## config.mk

```make
export PLATFORM = sky130hd
export DESIGN_NAME = mult_share_arbiter
export DESIGN_NICKNAME = d
export VERILOG_FILES = /design/src/rtl/mult_share_arbiter_pkg.sv /design/src/rtl/eight_bit_multiplier_structural_module.sv /design/src/rtl/mult_share_arbiter.sv
export SDC_FILE = /design/constraint.sdc
export NUM_CORES = 1
export LEC_CHECK = 0
export BUFFER_PORTS_ARGS = -buffer_cell sky130_fd_sc_hd__buf_2
export CAP_MARGIN = 40
export CELL_PAD_IN_SITES_DETAIL_PLACEMENT = 0
export CELL_PAD_IN_SITES_GLOBAL_PLACEMENT = 1
export CORE_MARGIN = 1
export CORE_UTILIZATION = 25
export CTS_CLUSTER_DIAMETER = 150
export DETAILED_ROUTE_END_ITERATION = 12
export PLACE_DENSITY_LB_ADDON = 0.05
export SLEW_MARGIN = 0
export SYNTH_ARGS = -nofsm -noshare
export SYNTH_HDL_FRONTEND = slang
export SYNTH_SLANG_ARGS = --single-unit
```

## constraint.sdc

```tcl
create_clock -name clk -period 18.1 [get_ports clk]
set_input_delay 1.81 -clock clk [delete_from_list [all_inputs] [get_ports clk]]
set_output_delay 1.81 -clock clk [all_outputs]
set_load 0.05 [all_outputs]
```

## src/rtl/mult_share_arbiter_pkg.sv

```systemverilog
// Shared types and constants for the two-requester multiplier arbiter.
package mult_share_arbiter_pkg;

  typedef enum logic [1:0] {
    IDLE = 2'd0,
    CALC = 2'd1,
    RESP = 2'd2
  } state_e;

  localparam int NUM_REQ = 2;
  localparam int OPW     = 8;
  localparam int PRODW   = 2 * OPW;

endpackage

```

## src/rtl/eight_bit_multiplier_structural_module.sv

```systemverilog
// Unsigned 8x8 array multiplier: one ripple-carry adder row per multiplier bit.
module eight_bit_multiplier_structural_module
  import mult_share_arbiter_pkg::*;
(
  input  logic [OPW-1:0]   a_i,
  input  logic [OPW-1:0]   b_i,
  output logic [PRODW-1:0] product_o
);

  for (genvar gi = 0; gi < OPW; gi++) begin : g_row
    logic [PRODW-1:0] addend;
    logic [PRODW-1:0] prev;
    logic [PRODW-1:0] sum;

    // Partial product for multiplier bit gi, aligned to its weight.
    assign addend = {{OPW{1'b0}}, a_i & {OPW{b_i[gi]}}} << gi;

    if (gi == 0) begin : g_base
      assign prev = '0;
    end else begin : g_chain
      assign prev = g_row[gi-1].sum;
    end

    always_comb begin : p_ripple
      logic c;
      c   = 1'b0;
      sum = '0;
      for (int j = 0; j < PRODW; j++) begin
        sum[j] = prev[j] ^ addend[j] ^ c;
        c      = (prev[j] & addend[j]) | (c & (prev[j] ^ addend[j]));
      end
    end
  end

  assign product_o = g_row[OPW-1].sum;

endmodule

```

## src/rtl/mult_share_arbiter.sv

```systemverilog
// Round-robin arbiter sharing one structural 8x8 multiplier between two
// requesters; each grant runs IDLE -> CALC (fixed settle time) -> RESP.
module mult_share_arbiter
  import mult_share_arbiter_pkg::*;
#(
  parameter int CALC_CYCLES = 2
) (
  input  logic        clk,
  input  logic        reset,
  input  logic        req0_valid,
  output logic        req0_ready,
  input  logic [7:0]  req0_a,
  input  logic [7:0]  req0_b,
  output logic        resp0_valid,
  input  logic        resp0_ready,
  output logic [15:0] resp0_result,
  input  logic        req1_valid,
  output logic        req1_ready,
  input  logic [7:0]  req1_a,
  input  logic [7:0]  req1_b,
  output logic        resp1_valid,
  input  logic        resp1_ready,
  output logic [15:0] resp1_result,
  output logic        busy,
  output logic        grant_id
);

  state_e             state_q;
  logic [3:0]         cnt_q;
  logic [OPW-1:0]     a_q, b_q, a_d, b_d;
  logic [PRODW-1:0]   result_q, product;
  logic               grant_q, prio_q, rst_hold_q;
  logic               winner_d, accept;
  logic [NUM_REQ-1:0] req_valid, req_ready, resp_valid, resp_ready;
  logic [PRODW-1:0]   resp_result [NUM_REQ];

  assign req_valid  = {req1_valid, req0_valid};
  assign resp_ready = {resp1_ready, resp0_ready};

  // A lone requester always wins; on contention the pointer decides.
  always_comb begin
    winner_d = prio_q;
    if (req_valid == 2'b01) winner_d = 1'b0;
    else if (req_valid == 2'b10) winner_d = 1'b1;
  end

  assign a_d = winner_d ? req1_a : req0_a;
  assign b_d = winner_d ? req1_b : req0_b;

  // No acceptance during reset or in the first cycle after it.
  assign accept = (state_q == IDLE) && (|req_valid) && !reset && !rst_hold_q;

  for (genvar gi = 0; gi < NUM_REQ; gi++) begin : g_port
    assign req_ready[gi]   = accept && (winner_d == 1'(gi));
    assign resp_valid[gi]  = !reset && (state_q == RESP) && (grant_q == 1'(gi));
    assign resp_result[gi] = resp_valid[gi] ? result_q : '0;
  end

  assign req0_ready   = req_ready[0];
  assign req1_ready   = req_ready[1];
  assign resp0_valid  = resp_valid[0];
  assign resp1_valid  = resp_valid[1];
  assign resp0_result = resp_result[0];
  assign resp1_result = resp_result[1];
  assign busy         = !reset && (state_q != IDLE);
  assign grant_id     = !reset && grant_q;

  eight_bit_multiplier_structural_module u_mult (
    .a_i       (a_q),
    .b_i       (b_q),
    .product_o (product)
  );

  always_ff @(posedge clk) begin
    if (reset) begin
      state_q    <= IDLE;
      cnt_q      <= '0;
      a_q        <= '0;
      b_q        <= '0;
      result_q   <= '0;
      grant_q    <= 1'b0;
      prio_q     <= 1'b0;
      rst_hold_q <= 1'b1;
    end else begin
      rst_hold_q <= 1'b0;
      case (state_q)
        IDLE: begin
          if (accept) begin
            a_q     <= a_d;
            b_q     <= b_d;
            grant_q <= winner_d;
            cnt_q   <= 4'(CALC_CYCLES - 1);
            state_q <= CALC;
          end
        end
        CALC: begin
          if (cnt_q == 4'd0) begin
            result_q <= product;
            state_q  <= RESP;
          end else begin
            cnt_q <= cnt_q - 4'd1;
          end
        end
        RESP: begin
          if (|(resp_valid & resp_ready)) begin
            prio_q  <= ~grant_q;
            state_q <= IDLE;
          end
        end
        default: state_q <= IDLE;
      endcase
    end
  end

endmodule
```

==> flow_summary_export.csv <==
group,metric,value,unit
run_status,outcome,"finished, final reports clean",
clock_network,postCtsResizedCells,0,
clock_network,ctsHtreeMaxLevel,2,
synth,async_flop_share,0,%
sta,finalSetupTns,0,ns
pwr,p_per_area,56.9,nW/µm²
clock_network,cts.sinks,41,
layout,diodes,0,
layout,design_area,3970,µm²
hold_path,min_path_type,"flop to flop",
placed_design,place_area,3820,µm²
synth,synth-edff-count,0,
sta,relSlewSlack,41.7,%
worst_setup_path,start_kind,"flop",
worst_setup_path,crit_type,"flop to flop",
synth,yosysWarnings,0,
pwr,switching_share,28.4,%
floorplan,die_y,117,µm
floorplan,dieArea,13700,µm²
layout,seqCellArea,821,µm²
worst_setup_path,crit_arrival,9.87,ns
clock_network,cts_root_buf,"clkbuf_16",
synth,syn-num-nets,442,
synth,synthTopCellsByArea,"fa_1 (29%), dfxtp_1 (25%), and2_1 (12%)",
synth,yosysTopAreaCell,"fa_1",
global_route,grt_max_degree,42,
route,via_per_inst,4.49,
synth,yosys.cell_types.count,32,
layout,layout.nets,506,
placed_design,gp_congestion,0.670,
job,drv_cap,0,
pwr,p_sw,0.0640,mW
route,firstDrtPassIters,8,
floorplan,pin_count,76,
sta,finalMaxSlewViolations,0,
route,drc,0,
clock_network,cts_tree,"built",
pwr,seqPwrFrac,45.6,%
clock_network,clk_pin_slew_worst_paths,0.07,ns
worst_setup_path,end_kind,"flop",
global_route,grt_antenna_before_repair,0,
worst_setup_path,max_stage_delay,0.52,ns
pwr,power,0.226,mW
worst_setup_path,required,18.32,ns
worst_setup_path,crit_path_top_delay_cell,"dfxtp_1",
sta,finalWorstPathRequiredPeriod,9.66,ns
route,num_vias,2617,
floorplan,start_util,26.0,%
pwr,internal_power,0.162,mW
global_route,grt_pass1_vias,2424,
sta,clock_skew,0.0137,ns
worst_setup_path,crit_path_max_fanout,9,
sta,hold_violations,0,
route,wl_per_cell,13.8,µm
synth,synthTopCellsByCount,"and2_1 (64), fa_1 (48), dfxtp_1 (41), nand2_1 (41), nor2_1 (25)",
route,drt_wl_total,8.04,mm
worst_setup_path,r2r_setup_slack,8.44,ns
clock_network,ctsLongestPathBuffers,2,
synth,syn-instance-count,347,
clock_network,cts-buffers-inserted,5,
worst_setup_path,cp_common_cell,"fa_1",
layout,num-fill-cells,1372,
pwr,p_clk_share,41.6,%
global_route,grt_pass1_wl,12.8,mm
pwr,comb_power_share,12.7,%
global_route,grt_overflow,0,
pwr,ir_drop,0.0309,mV
synth,synth_most_common_cell,"and2_1",
layout,syn_to_final_growth,19.6,%
global_route,grt_usage,12.5,%
floorplan,core,12800,µm²
sta,setup_viol,0,
sta,worst_pin_slew,0.874,ns
placed_design,dp_slack,8.33,ns
synth,synthFlopType,"dfxtp_1",
layout,multi_input_area,2310,µm²
placed_design,dp_hpwl,6.45,mm
synth,synth_top_area_share,29.0,%
worst_setup_path,critPathBufInv,3,
floorplan,fp.dieW,117,µm
sta,period_share,53.4,%
worst_setup_path,cp_top_family,"adder cells",
clock_network,clkLatencyLatePin,0.30,ns
layout,drive_gt1_share,22.1,%
sta,fmax,104,MHz
clock_network,cts_setup_buffers,0,
floorplan,row_count,41,
synth,ys_seq_area_share,24.7,%
sta,rsz0062_at_grt,"false",
synth,syn-cell-area,3320,µm²
route,initialDrtViolationCount,121,
sta,fin_ws,8.44,ns
synth,ys_ff_latch,41,
route,ant_nets,0,
pwr,cellLeakagePower,1.90,nW
placed_design,io_buffers,75,
clock_network,cts_hold_buffers,0,
synth,avgSynthCellArea,9.56,µm²
## cell usage in the layout, fill, tap and decap left out, drive strengths merged, types with 2 or more instances in the layout
cell type and n:
a211oi 9, a21oi 13, a222oi 16, and2 64, and3 18, buf 77, clkbuf 6, dfxtp 41
fa 48, ha 9, inv 22, mux2i 2, nand2 41, nand2b 3, nor2 25, nor2b 2
nor3b 2, nor4 2, or2 2
## layout make-up
| class | count | share of cell area, % |
|---|---|---|
| multi-input combinational | 264 | 58.3 |
| sequential | 41 | 20.7 |
| timing repair buffer | 77 | 9.84 |
| tap | 172 | 5.43 |
| clock buffer | 6 | 3.50 |
| inverter | 22 | 2.08 |
| clock inverter | 1 | 0.189 |
## worst reg2reg max path, stage by stage, from the launching register on
cell,delay (ns)
dfxtp_1,0.52
and2_1,0.19
ha_1,0.14
inv_1,0.04
fa_1,0.37
fa_1,0.49
inv_1,0.05
fa_1,0.43
fa_1,0.39
fa_1,0.47
fa_1,0.45
fa_1,0.39
fa_1,0.41
fa_1,0.44
fa_1,0.48
fa_1,0.45
fa_1,0.49
fa_1,0.46
fa_1,0.49
fa_1,0.45
fa_1,0.39
fa_1,0.50
inv_1,0.06
fa_1,0.43
fa_1,0.46
a211oi_1,0.20
## metal layers
| layer | up-vias | routed length (µm) | GRT usage [%] | share of wire (%) |
|---|---|---|---|---|
| li1 | 1273 | - | - | - |
| met1 | 1279 | 3820 | 16.5 | 47 |
| met2 | 60 | 3770 | 20.3 | 47 |
| met3 | 5 | 343 | 2.63 | 4.3 |
| met4 | 0 | 109 | 4.30 | 1.4 |
| met5 | - | 0 | 0 | 0 |
## state kept, by name, indices dropped and copies added, names as in the netlist
signal	cells
cnt_q	4
result_q	16
prio_q	1
grant_q	1
b_q	8
a_q	8
state_q	2
rst_hold_q	1
## power by group through the flow
stage / combinational (mW) / sequential, mW / clock [mW]
5_1_grt: 0.0325 / 0.104 / 0.101
3_3_place_gp: 0.0292 / 0.105 / 0
6_report: 0.0287 / 0.103 / 0.0939
4_1_cts: 0.0295 / 0.103 / 0.0985
2_1_floorplan: 0.0217 / 0.101 / 0
3_5_place_dp: 0.0293 / 0.105 / 0
## stage by stage
stage | util (%) | cells | hold WS, ns
global route | 31.1 | 583 | 0.492
floorplan | - | 347 | 0.436
global placement | 29.8 | 574 | 0.450
CTS | 31.1 | 583 | 0.471
detailed placement | 29.9 | 576 | 0.462
finish | 31.1 | 583 | 0.468
## worst paths after layout
path                             startpoint           end  depth (start not counted)
worst max-delay path                 b_q[0]  result_q[14]                         25
worst min-delay path            result_q[0]   result_q[0]                          2
worst max register to register       b_q[0]  result_q[14]                         25
worst min register to register  result_q[0]   result_q[0]                          2
## kinds of logic (layout without fill, tap and decap cells)
kind of cell	count (synthesis)	after routing	share of synthesized area, %
compound gates	41	41	9.85
simple gates	164	164	26.9
flops	41	41	24.7
mux	2	2	0.604
buf+inv	42	106	5.58
fa+ha+maj	57	57	32.4
No activity file was read; power rests on OpenSTA's default activity.
